### config.mk
export PLATFORM = sky130hd
export DESIGN_NAME = call_stack_flat
export DESIGN_NICKNAME = d
export VERILOG_FILES = /design/src/rtl/call_stack_pkg.sv /design/src/rtl/call_stack_if.sv /design/src/rtl/call_stack_regfile.sv /design/src/rtl/call_stack.sv /design/src/flat_wrapper.sv
export SDC_FILE = /design/constraint.sdc
export NUM_CORES = 1
export LEC_CHECK = 0
export CORE_MARGIN = 3
export CORE_UTILIZATION = 57
export CTS_BUF_LIST = sky130_fd_sc_hd__clkbuf_16
export DETAILED_ROUTE_END_ITERATION = 6
export PLACE_DENSITY_LB_ADDON = 0.2
export SYNTH_ARGS = -nofsm -noshare
export SYNTH_HDL_FRONTEND = slang
export SYNTH_SLANG_ARGS = --single-unit
### constraint.sdc
create_clock -name clk -period 4.3 [get_ports clk]
set_clock_uncertainty 0.1 [all_clocks]
set_input_delay 0.86 -clock clk [delete_from_list [all_inputs] [get_ports clk]]
set_output_delay 0.86 -clock clk [all_outputs]
set_load 0.005 [all_outputs]
### src/rtl/call_stack_pkg.sv
// Shared definitions for the return-address stack: PC width, default
// stack depth, PC-select encodings, and the stack operation decode.
package call_stack_pkg;

  localparam int PC_W      = 16;
  localparam int RAS_DEPTH = 8;

  // Next-PC mux select; control pushes on CALL and pops on PC_SEL_RET.
  typedef enum logic [1:0] {
    PC_SEL_INC = 2'b00,
    PC_SEL_BR  = 2'b01,
    PC_SEL_JMP = 2'b10,
    PC_SEL_RET = 2'b11
  } pc_sel_e;

  // Stack operation seen in one cycle after priority resolution.
  typedef enum logic [2:0] {
    OP_NONE  = 3'd0,
    OP_PUSH  = 3'd1,
    OP_POP   = 3'd2,
    OP_REPL  = 3'd3,
    OP_FLUSH = 3'd4
  } stack_op_e;

  // Flush wins over everything; push+pop together becomes a replace.
  function automatic stack_op_e decode_op(input logic push, input logic pop,
                                          input logic flush);
    if (flush)            return OP_FLUSH;
    else if (push && pop) return OP_REPL;
    else if (push)        return OP_PUSH;
    else if (pop)         return OP_POP;
    else                  return OP_NONE;
  endfunction

endpackage

### src/rtl/call_stack_if.sv
// Control-side bundle for the return-address stack.
interface call_stack_if #(
  parameter int DEPTH  = 8,
  parameter int ADDR_W = 16
);
  localparam int CNT_W = $clog2(DEPTH + 1);

  logic              push;
  logic              pop;
  logic              flush;
  logic [ADDR_W-1:0] push_data;
  logic [ADDR_W-1:0] stack_data;
  logic [CNT_W-1:0]  count;
  logic              empty;
  logic              full;
  logic              overflow;
  logic              underflow;

  // Decode/control side drives requests and observes the stack.
  modport master (
    output push, pop, flush, push_data,
    input  stack_data, count, empty, full, overflow, underflow
  );

  // The stack itself.
  modport slave (
    input  push, pop, flush, push_data,
    output stack_data, count, empty, full, overflow, underflow
  );
endinterface

### src/rtl/call_stack_regfile.sv
// DEPTH x ADDR_W storage: one synchronous write port, one async read port.
// Contents are intentionally not reset.
module stack_regfile #(
  parameter int DEPTH  = 8,
  parameter int ADDR_W = 16,
  localparam int IDX_W = $clog2(DEPTH)
) (
  input  logic              clk,
  input  logic              we,
  input  logic [IDX_W-1:0]  waddr,
  input  logic [ADDR_W-1:0] wdata,
  input  logic [IDX_W-1:0]  raddr,
  output logic [ADDR_W-1:0] rdata
);

  logic [DEPTH-1:0][ADDR_W-1:0] mem_q, mem_d;

  // Next array contents: single entry overwritten on write enable.
  always_comb begin
    mem_d = mem_q;
    if (we) mem_d[waddr] = wdata;
  end

  // Array storage, no reset.
  always_ff @(posedge clk) begin
    mem_q <= mem_d;
  end

  assign rdata = mem_q[raddr];

endmodule

### src/rtl/call_stack.sv
// Hardware return-address stack. Top of stack is read combinationally so
// the PC mux sees the RET target in the same cycle the pop is decoded.
module call_stack
  import call_stack_pkg::*;
#(
  parameter int DEPTH  = RAS_DEPTH,
  parameter int ADDR_W = PC_W
) (
  input  logic clk,
  input  logic rst,
  call_stack_if.slave bus
);

  localparam int CNT_W = $clog2(DEPTH + 1);
  localparam int IDX_W = $clog2(DEPTH);

  logic [CNT_W-1:0]  sp_q, sp_d;
  logic              ovf_q, ovf_d;
  logic              udf_q, udf_d;
  logic              is_empty, is_full;
  logic              we;
  logic [IDX_W-1:0]  waddr;
  logic [IDX_W-1:0]  top_idx;
  logic [ADDR_W-1:0] top_data;
  stack_op_e         op;

  assign is_empty = (sp_q == '0);
  assign is_full  = (sp_q == CNT_W'(DEPTH));
  assign top_idx  = IDX_W'(sp_q - CNT_W'(1));
  assign op       = decode_op(bus.push, bus.pop, bus.flush);

  // Pointer, sticky flags and write-port control for this cycle's op.
  always_comb begin
    sp_d  = sp_q;
    ovf_d = ovf_q;
    udf_d = udf_q;
    we    = 1'b0;
    waddr = IDX_W'(sp_q);
    case (op)
      OP_FLUSH: begin
        sp_d  = '0;
        ovf_d = 1'b0;
        udf_d = 1'b0;
      end
      OP_PUSH: begin
        if (is_full) begin
          ovf_d = 1'b1;
        end else begin
          we   = 1'b1;
          sp_d = sp_q + CNT_W'(1);
        end
      end
      OP_POP: begin
        if (is_empty) udf_d = 1'b1;
        else          sp_d  = sp_q - CNT_W'(1);
      end
      OP_REPL: begin
        // Empty: the pop half is rejected, the push half still lands at 0.
        we = 1'b1;
        if (is_empty) begin
          udf_d = 1'b1;
          waddr = '0;
          sp_d  = CNT_W'(1);
        end else begin
          waddr = top_idx;
        end
      end
      default: ;
    endcase
  end

  // Pointer and sticky flags; async reset empties the stack immediately.
  always_ff @(posedge clk or posedge rst) begin
    if (rst) begin
      sp_q  <= '0;
      ovf_q <= 1'b0;
      udf_q <= 1'b0;
    end else begin
      sp_q  <= sp_d;
      ovf_q <= ovf_d;
      udf_q <= udf_d;
    end
  end

  stack_regfile #(
    .DEPTH (DEPTH),
    .ADDR_W(ADDR_W)
  ) u_regfile (
    .clk  (clk),
    .we   (we),
    .waddr(waddr),
    .wdata(bus.push_data),
    .raddr(top_idx),
    .rdata(top_data)
  );

  assign bus.stack_data = is_empty ? '0 : top_data;
  assign bus.count      = sp_q;
  assign bus.empty      = is_empty;
  assign bus.full       = is_full;
  assign bus.overflow   = ovf_q;
  assign bus.underflow  = udf_q;

endmodule

### src/flat_wrapper.sv
// flat-port wrapper written by rule: the top's interface ports become plain ports
module call_stack_flat import call_stack_pkg::*;
#(
  parameter int DEPTH  = RAS_DEPTH,
  parameter int ADDR_W = PC_W
)
  (clk, rst, bus_push, bus_pop, bus_flush, bus_push_data, bus_stack_data, bus_count, bus_empty, bus_full, bus_overflow, bus_underflow);
  call_stack_if #(.DEPTH(DEPTH), .ADDR_W(ADDR_W)) bus_i ();
  input  logic clk;
  input  logic rst;
  input wire logic [$bits(bus_i.push)-1:0] bus_push;
  input wire logic [$bits(bus_i.pop)-1:0] bus_pop;
  input wire logic [$bits(bus_i.flush)-1:0] bus_flush;
  input wire logic [$bits(bus_i.push_data)-1:0] bus_push_data;
  output wire logic [$bits(bus_i.stack_data)-1:0] bus_stack_data;
  output wire logic [$bits(bus_i.count)-1:0] bus_count;
  output wire logic [$bits(bus_i.empty)-1:0] bus_empty;
  output wire logic [$bits(bus_i.full)-1:0] bus_full;
  output wire logic [$bits(bus_i.overflow)-1:0] bus_overflow;
  output wire logic [$bits(bus_i.underflow)-1:0] bus_underflow;
  assign bus_i.push = bus_push;
  assign bus_i.pop = bus_pop;
  assign bus_i.flush = bus_flush;
  assign bus_i.push_data = bus_push_data;
  assign bus_stack_data = bus_i.stack_data;
  assign bus_count = bus_i.count;
  assign bus_empty = bus_i.empty;
  assign bus_full = bus_i.full;
  assign bus_overflow = bus_i.overflow;
  assign bus_underflow = bus_i.underflow;
  call_stack #(.DEPTH(DEPTH), .ADDR_W(ADDR_W)) u_core (.clk(clk), .rst(rst), .bus(bus_i));
endmodule
==> impl_results.md, run 1 <==
* Leakage at 2.26 nW
* Internal Power at 2.96 mW
* Die W at 104 microns
* Fmax at 0.253 GHz
* Multi-input logic area at 1410 sq um
* Tightest Pin Transition at 0.868 ns
* CTS tree: yes
* Cts hold-fix bufs at 0
* Drt first-iter violations at 217
* Per-cell routed wire length at 21.6 microns
* FF/Latch Area at 4000 sq um
* Psw at 1.17 mW
* Final setup viols at 0
* Initial Util at 58.9%
* Ys Warns at 0
* Core Area at 9280 sq um
* CP Class: flip-flop to primary output
* Critical path required time at 3.34 ns
* VDD IR max at 0.419 mV
* Crit path DAT at 2.99 ns
* Synthesized flop and latch total at 134
* GRT Util Overall at 22.4%
* PD cells at 610 nW/um^2
* Clock tree buffer depth at 2
* Synth async-reset ratio at 4.48%
* Max Slew Vio Count at 0
* Post-CTS sizing at 0
* Slew headroom at 41.8%
* Clock network fraction of total power at 33.8%
* # fillers at 582
* Flop pwr share at 37.2%
* Area leader, netlist: edfxtp_1
* Antenna diodes at 0
* CTS Buf Count at 17
* I/O pin total at 45
* Most common flop cell mapped by yosys: edfxtp_1
* Vias in the first global route at 3,099
* Top cells by count, synth: edfxtp_1, nand2_1, mux4_2
* Synthesized area at 5470 sq um
* Post-synthesis cell type count at 36
* TNS Setup at 0 ns
* Worst Setup End Kind: primary output
* Area grow syn2layout at 23.9%
* First drt pass iteration count at 4
* Switching Share at 28.3%
* Crit-path cells: inv_1 > ha_1 > buf_12 > mux4_2 > nand2_1 > a21oi_1 > clkdlybuf4s50_1
* Critical path buffers and inverters at 3
* CTS root buf: clkbuf_16
* Die ar. at 10,800 sq um
* Final setup margin at 0.349 ns
* Final nets at 390
* Synth top area cells: edfxtp_1, mux4_2, nand2_1
* Synthesized instance count at 300
* Post-synth EDFFs at 128
* GP Congestion at 0.788
* Final period util at 91.9%
* Synth Area per Inst at 18.2 sq um
* Vias at 2,955
* Post-CTS Setup Inserts at 0
* Routed Antenna Nets at 0
* Clk slew on worst S/H paths at 0.06 ns
* Status: finished, final reports clean
* Die height at 104 microns
* Clk Latency, worst-skew pair at 0.40 ns
* FP Rows at 35
* Critical path's slowest cell: ha_1
* DRC errors left at 0
* Sequential share of the synthesized area at 73.0%
* Crit path max-delay family: buffers and inverters
* Syn_nets at 324
* Yosys top cell area share at 70.2%
* H-tree depth at 4
* Slowest Stage Delay on Critical Path at 0.65 ns
* HPWL after DPL at 6340 microns
* First-pass GRT wire length at 17,800 microns
* Most common cell in the netlist: edfxtp_1
* RSZ-0062 raised after global routing: false
* Proportion of layout cells with a drive suffix above 1 at 25.6%
* Fin crit period at 3.95 ns
* CTS Sinks at 134
* Largest net degree at the start of global routing at 42
* Port bufs at 44
* Setup WS pre-CTS at 0.709 ns
* CP Max Fanout at 24
* Max-capacitance violation count at 0
* Vias per cell at 5.82
* Total gr overflow at 0
* Initial antenna violation count at 0
* Total routed wirelength at 11,000 microns
* Hold Path Class: flip-flop to flip-flop
* Placed cells at 476
* Non-Filler Instances at 508
* Combinational power share at 29.0%
* Worst setup SP type: flip-flop
* Final hold viol count at 0
[flip-flops by register name, indices dropped and copies added (netlist names)]
name	count
u_core.bus.count	4
u_core.bus.overflow	1
u_core.bus.underflow	1
u_core.u_regfile.mem_q	128
[tightest hold or removal path, delay by kind of cell (launching register included)]
family / cells / cell delay, ns
flip-flops: 1 / 0.34
AND/OR/NAND/NOR: 1 / 0.07
AO/OA/AOI/OAI: 1 / 0.04
[logic make-up after synthesis]
logic type                 after synthesis  synth area share (%)
xor gates and xnor gates                 3                 0.755
DFF                                    134                  73.0
buffers and inverters                   20                  1.81
adders and majority gates                3                 0.686
muxes                                   35                  13.8
and+or+nand+nor                         72                  6.31
AOI/OAI and AO/OA                       33                  3.66
[metal layers]
layer	vias up	global-route usage (%)	routed length [microns]
met5	-	0	0
met3	15	6.77	755
met2	110	34.9	5510
met1	1509	30.2	4540
met4	0	8.83	157
li1	1321	-	-
[cell type report]
type / instances / area share [%]
Clock inverter: 15 / 2.27
Sequential cell: 134 / 59.0
Timing Repair Buffer: 62 / 9.05
Inverter: 5 / 0.277
Multi-Input combinational cell: 146 / 20.8
Tap cell: 129 / 2.38
Clock buffer: 17 / 6.28
[power groups by stage]
stage          clock network [mW]  registers (mW)  logic, mW
2_1_floorplan                   0            1.55      0.704
3_5_place_dp                    0            1.56       1.20
3_3_place_gp                    0            1.56       1.19
5_1_grt                      1.48            1.55       1.30
4_1_cts                      1.41            1.54       1.21
6_report                     1.40            1.54       1.20
[cell usage in the layout, fill, tap and decap left out, drive strengths merged, types with 2 or more instances in the layout]
cell / count
o21ai: 6
bufinv: 2
nand3: 2
clkdlybuf4s50: 44
dfrtp: 6
clkinvlp: 2
nand2: 41
buf: 18
ha: 3
nor2: 10
mux2i: 3
nor2b: 2
nor3b: 7
clkinv: 7
edfxtp: 128
a22o: 3
a21oi: 20
inv: 9
xor2: 2
mux4: 32
nor3: 5
clkbuf: 17
[per-stage QoR]
step / instance area, sq um / hold slack, ns / power, mW / utilization, %
global route: 6780 / 0.445 / 4.32 / 73.0
CTS: 6780 / 0.398 / 4.17 / 73.0
floorplan: 5470 / 0.386 / 2.25 / -
detailed placement: 6200 / 0.385 / 2.76 / 66.8
finish: 6780 / 0.393 / 4.13 / 73.0
global placement: 6200 / 0.383 / 2.75 / 66.8
[final timing paths]
| path | from | to | slack (ns) | depth (start not counted) |
|---|---|---|---|---|
| min in group asynchronous | rst | u_core.bus.count[3] | 0.58 | 2 |
| max in group asynchronous | rst | u_core.bus.count[0] | 3.29 | 2 |
| min reg2reg | u_core.bus.underflow | u_core.bus.underflow | 0.39 | 2 |
| max | u_core.bus.count[1] | bus_stack_data[0] | 0.35 | 7 |
| max reg2reg | u_core.bus.count[1] | u_core.u_regfile.mem_q[63] | 1.06 | 8 |
| min | u_core.bus.underflow | u_core.bus.underflow | 0.39 | 2 |
(Power assumes the default switching activity.)
==> inputs of run 2 (changes only) <==
Settings changed: CORE_ASPECT_RATIO from default to 2, CTS_BUF_LIST sky130_fd_sc_hd__clkbuf_16 to default.
==> run 2 against run 1 <==
Compared with the run above:
- critical path depth did not move
- final cell count down 5.3%
- via count fell by 1.2%
- first-iteration DRC count is 6.9% higher
- die area up 0.66%
- routed wire length fell by 1.7%
==> impl_results.md, run 2 (synthesis gave the netlist of run 1 again) <==
* Total routed wirelength at 10,800 microns
* Vias at 2,919
* Clk slew on worst S/H paths at 0.05 ns
* First drt pass iteration count at 4
* Drt first-iter violations at 232
* Final setup viols at 0
* Die W at 75.3 microns
* Most frequent cells in the layout: edfxtp_1, clkdlybuf4s50_1, nand2_1
* Proportion of layout cells with a drive suffix above 1 at 24.1%
* PD cells at 616 nW/um^2
* Post-CTS Setup Inserts at 0
* Top reg by flops: u_core.u_regfile.mem_q
* Hold Path Class: flip-flop to flip-flop
* CTS tree: yes
* FP Rows at 50
* GP Congestion at 0.785
* CTS root buf: clkbuf_16
* First-pass GRT wire length at 17,000 microns
* Clock tree buffer depth at 2
* VDD IR max at 0.525 mV
* Worst Setup End Kind: primary output
* # fillers at 594
* Hold worst-path end: u_core.bus.underflow
* Crit-path cells: inv_1 > ha_1 > xor2_2 > buf_4 > nand2_1 > a21oi_1 > clkdlybuf4s50_1
* CTS Sinks at 134
* Slowest Stage Delay on Critical Path at 0.56 ns
* Max-capacitance violation count at 0
* Initial Util at 58.3%
* Final hold viol count at 0
* I/O pin total at 45
* Post-CTS sizing at 0
* CP Max Fanout at 9
* Fin crit period at 3.96 ns
* Area grow syn2layout at 22.3%
* Leakage at 2.23 nW
* Core Area at 9380 sq um
* Fmax at 0.253 GHz
* Slew headroom at 40.2%
* Antenna diodes at 0
* H-tree depth at 4
* GRT Util Overall at 22.5%
* Worst setup SP type: flip-flop
* Die height at 145 microns
* RSZ-0062 raised after global routing: false
* Die ar. at 10,900 sq um
* Initial antenna violation count at 0
* Reg2Reg Setup Slack at 0.93 ns
* Total power at 4.12 mW
* Port bufs at 44
* Vias in the first global route at 3,165
* Area after DPL at 6120 sq um
* Max Slew Vio Count at 0
* Finished Core Util at 71.3%
* Crit path DAT at 3.00 ns
* CTS Buf Count at 17
* Routed Antenna Nets at 0
* Reg2Reg Capture Point: u_core.u_regfile.mem_q[58]
* Max FFs per register at 128
* Largest net degree at the start of global routing at 42
* Vias per cell at 6.07
* Clk Latency, worst-skew pair at 0.41 ns
* Total gr overflow at 0
* Cts hold-fix bufs at 0
* Finished Cell Area at 6690 sq um
* Worst hold start: u_core.bus.underflow
* Per-cell routed wire length at 22.4 microns
* HPWL after DPL at 6700 microns
* Reg2Reg Depth at 7
* Critical path required time at 3.34 ns
* Hold Path Depth at 2
* TNS Setup at 0 ns
* Final period util at 92.0%
* Final nets at 389
* Commonest non-fill, non-tap cell in the layout: edfxtp_1
* R2R Path Start: u_core.bus.count[1]
* CP Class: flip-flop to primary output
* Tightest Pin Transition at 0.892 ns
* DRC errors left at 0
* Status: finished, final reports clean
* Critical path's slowest cell: xor2_2
==> run 2: cell count changes in the layout (fill, tap and decap cells not counted) <==
cell	previous run	this run
inv_1	6	5
buf_4	15	17
clkbuf_1	0	3
clkinvlp_4	2	3
clkinv_4	4	0
clkinv_1	1	3
buf_12	3	0
inv_6	3	0
bufinv_16	2	3
==> run 2: layout make-up <==
class / count / area, sq um / area share, %
multi-input cells: 146 / 1410 / 21.1
inverters: 5 / 18.8 / 0.280
clock inverters: 11 / 134 / 2.00
well taps: 104 / 130 / 1.94
repair buffers: 61 / 568 / 8.49
flip-flops and latches: 134 / 4000 / 59.7
clock buffers: 20 / 437 / 6.53
==> run 2: critical path, delay by kind of cell (launching register included) <==
family | cells | cell delay, ns
AO/OA/AOI/OAI | 1 | 0.17
adder cells (fa/ha/maj) | 1 | 0.33
flip-flops | 1 | 0.48
buffers and inverters | 3 | 0.99
XOR/XNOR | 1 | 0.56
AND/OR/NAND/NOR | 1 | 0.06
==> run 2: metal layers <==
metal | global-route usage [%] | vias to the layer above | share of wire, %
met5 | 0 | - | 0
met3 | 5.57 | 27 | 4.3
met2 | 36.5 | 84 | 54
met1 | 27.4 | 1488 | 38
li1 | - | 1320 | -
met4 | 11.7 | 0 | 3.9
==> run 2: power by group <==
| part | leakage (nW) | internal [mW] | switching [mW] | total, mW |
|---|---|---|---|---|
| combinational | 0.727 | 0.610 | 0.584 | 1.19 |
| sequential | 1.23 | 1.50 | 0.0377 | 1.54 |
| clock | 0.268 | 0.898 | 0.494 | 1.39 |
| total | 2.23 | 3.01 | 1.12 | 4.12 |
==> run 2: worst max-delay path by stage <==
stage | start | endpoint | slack (ns)
6_report | u_core.bus.count[1] | bus_stack_data[0] | 0.34
3_3_place_gp | bus_push | u_core.u_regfile.mem_q[59] | 0.68
5_1_grt | u_core.bus.count[1] | bus_stack_data[0] | 0.10
4_1_cts | u_core.bus.count[1] | bus_stack_data[0] | 0.27
3_5_place_dp | bus_push | u_core.u_regfile.mem_q[59] | 0.69
2_1_floorplan | u_core.bus.count[0] | u_core.u_regfile.mem_q[32] | 0.95
==> run 2: stage by stage <==
| step | hold WS [ns] | setup WS (ns) | instances |
|---|---|---|---|
| finish | 0.393 | 0.342 | 481 |
| global placement | 0.381 | 0.677 | 450 |
| floorplan | 0.386 | 0.954 | 300 |
| detailed placement | 0.388 | 0.685 | 450 |
| CTS | 0.401 | 0.269 | 481 |
| global route | 0.439 | 0.103 | 481 |
==> inputs of run 3 (changes only) <==
Settings changed: CORE_UTILIZATION 57 to 58, SYNTH_HIERARCHICAL from default to 1.
==> run 3 against run 2 <==
Compared with the run above:
- synthesized area is 4.3% higher
- flip-flop and latch count stayed put
- via count is 1.9% higher
- combinational power is 50% higher
- critical path type unchanged
- worst hold slack better by 0.026 ns
- utilization is 2.3 points higher
- total power is 19% higher
- first-iteration DRC count is 2.6% higher
- critical path depth is 1 higher
- clock power is 11% higher
- largest power group is now combinational logic
- global-route usage is 0.32 points higher
==> impl_results.md, run 3 <==
* FP Rows at 50
* Most common cell in the netlist: edfxtp_1
* Vias in the first global route at 3,200
* TNS Setup at 0 ns
* Post-synth EDFFs at 128
* Die ar. at 11,100 sq um
* Total routed wirelength at 11,400 microns
* PD cells at 699 nW/um^2
* Synthesized flop and latch total at 134
* GRT Util Overall at 22.8%
* Crit path DAT at 3.13 ns
* Post-synthesis xor/xnor area fraction at 0.614%
* Yosys top cell area share at 67.3%
* Fmax at 0.244 GHz
* Top reg by flops: u_core/u_regfile/mem_q
* Proportion of layout cells with a drive suffix above 1 at 19.4%
* Final nets at 386
* Synthesized instance count at 298
* DRC errors left at 0
* H-tree depth at 4
* CP Class: flip-flop to primary output
* CP Max Fanout at 32
* Most common flop cell mapped by yosys: edfxtp_1
* Post-CTS Setup Inserts at 0
* Total gr overflow at 0
* Synth async-reset ratio at 4.48%
* Largest family of logic cells by synthesized area: multiplexers
* Flop pwr share at 32.0%
* Vias per cell at 5.88
* Post-CTS sizing at 0
* GP Congestion at 0.807
* Max-capacitance violation count at 0
* Routed Antenna Nets at 0
* Switching Share at 27.7%
* Final setup viols at 0
* Slowest Stage Delay on Critical Path at 0.44 ns
* Vias at 2,975
* CTS tree: yes
* # fillers at 603
* First drt pass iteration count at 5
* Final hold viol count at 0
* Cts hold-fix bufs at 0
* Commonest non-fill, non-tap cell in the layout: edfxtp_1
* Final period util at 95.2%
* Psw at 1.36 mW
* Post-synthesis cell type count at 40
* Mux share of post-synthesis cell area at 17.8%
* Die height at 146 microns
* Initial antenna violation count at 0
* Tightest Pin Transition at 0.622 ns
* Fin crit period at 4.09 ns
* Synthesized area at 5710 sq um
* Top cells by count, synth: edfxtp_1, mux4_1, nor2b_1
* Per-cell routed wire length at 22.6 microns
* I/O pin total at 45
* CTS Buf Count at 17
* Die W at 76.2 microns
* Clock tree buffer depth at 2
* Status: finished, final reports clean
* Critical path required time at 3.34 ns
* Slew headroom at 58.1%
* Sequential share of the synthesized area at 70.0%
* HPWL after DPL at 6950 microns
* Antenna diodes at 0
* RSZ-0062 raised after global routing: false
* Post-synthesis compound-gate area fraction at 3.22%
* Area leader, netlist: edfxtp_1
* Most frequent cells in the layout: edfxtp_1, clkdlybuf4s50_1, mux4_1
* VDD IR max at 0.458 mV
* Drt first-iter violations at 238
* First-pass GRT wire length at 18,300 microns
* Max FFs per register at 128
* Max Slew Vio Count at 0
* Synth Area per Inst at 19.2 sq um
* Worst setup SP type: flip-flop
* CTS root buf: clkbuf_16
* Hold Path Class: flip-flop to flip-flop
* Syn_nets at 321
* Port bufs at 44
* Finished Core Util at 73.6%
* Adder-cell share of the synthesized area at 0.438%
* Combinational power share at 36.6%
* Internal Power at 3.54 mW
* Leakage at 2.46 nW
* Simple logic cell fraction of the synthesized area at 5.44%
* CTS Sinks at 134
* Initial Util at 60.0%
* Ys Warns at 6
* Clock network fraction of total power at 31.4%
* Largest net degree at the start of global routing at 33
* Crit-path cells: inv_1 > ha_1 > xor2_2 > buf_4 > mux4_1 > mux2_2 > nor2b_1 > clkdlybuf4s50_1
* Worst Setup End Kind: primary output
* Core Area at 9510 sq um
* Worst Hold Slack at 0.419 ns
* Synth top area cells: edfxtp_1, mux4_1, mux2_2
* Clk Latency, worst-skew pair at 0.41 ns
* Area grow syn2layout at 22.6%
* Critical path's slowest cell: dfrtp_1
* Clk slew on worst S/H paths at 0.06 ns
run 3: cell count changes after synthesis, sizes merged, moves of 3 or more:
cell,before,now
nand2,41,9
a21oi,20,3
mux2,0,16
nor3b,7,2
nor2b,2,19
a22o,3,0
nand2b,1,6
inv,5,8
buf,12,15
run 3: layer usage:
layer	up-vias	wire (microns)	share of wire (%)	track usage, %
met5	-	0	0	0
met4	0	275	2.4	11.0
met3	19	610	5.3	5.43
met2	94	6490	57	40.2
met1	1520	4060	36	26.0
li1	1342	-	-	-
run 3: cells by family (layout without fill, tap and decap cells):
logic type               count (synthesis)  count (layout)
flip-flops                             134             134
AND/OR/NAND/NOR                         57              57
multiplexers                            49              49
AO/OA/AOI/OAI                           26              26
buffers and inverters                   26             104
XOR/XNOR                                 4               4
adder cells (fa/ha/maj)                  2               2
run 3: final timing paths:
path | slack, ns | cells past startpoint | from | endpoint
worst max-delay path | 0.21 | 8 | u_core/bus.count[1] | bus_stack_data[1]
worst min-delay path | 0.42 | 2 | u_core/bus.overflow | u_core/bus.overflow
worst max register to register | 1.50 | 10 | u_core/bus.count[1] | u_core/u_regfile/mem_q[64]
worst min register to register | 0.42 | 2 | u_core/bus.overflow | u_core/bus.overflow
max in group asynchronous | 3.28 | 2 | rst | u_core/bus.count[0]
min in group asynchronous | 0.59 | 2 | rst | u_core/bus.count[3]
run 3: worst max-delay path: cells and delay by family (launching register included):
family        cells  cell delay [ns]
flops             1             0.44
simple gates      1             0.14
fa+ha+maj         1             0.34
mux               2             0.70
xor+xnor          1             0.16
buf+inv           3             0.94
run 3: metrics by stage:
stage                     cells  power, mW  instance area (sq um)  worst slack, ns
after floorplan             298       2.69                   5710            0.923
after global placement      474       3.34                   6360            0.726
after detailed placement    474       3.37                   6360            0.653
after CTS                   506       4.95                   7000            0.191
after global routing        506       5.13                   7000           0.0658
final                       506       4.90                   7000            0.207
run 3: cell type report:
class                           instances  area [sq um]  share of cell area [%]
Clock inverter                         12           200                    2.86
Multi-Input combinational cell        138          1590                    22.7
Tap cell                              130           163                    2.32
Sequential cell                       134          3990                    57.0
Timing Repair Buffer                   64           591                    8.43
Inverter                                8          30.0                   0.429
Clock buffer                           20           437                    6.24
run 3: power groups by stage:
stage / registers (mW) / logic, mW / clock network (mW)
final: 1.56 / 1.79 / 1.54
after global routing: 1.57 / 1.93 / 1.63
after CTS: 1.57 / 1.82 / 1.56
after detailed placement: 1.59 / 1.78 / 0
after global placement: 1.58 / 1.76 / 0
after floorplan: 1.57 / 1.12 / 0
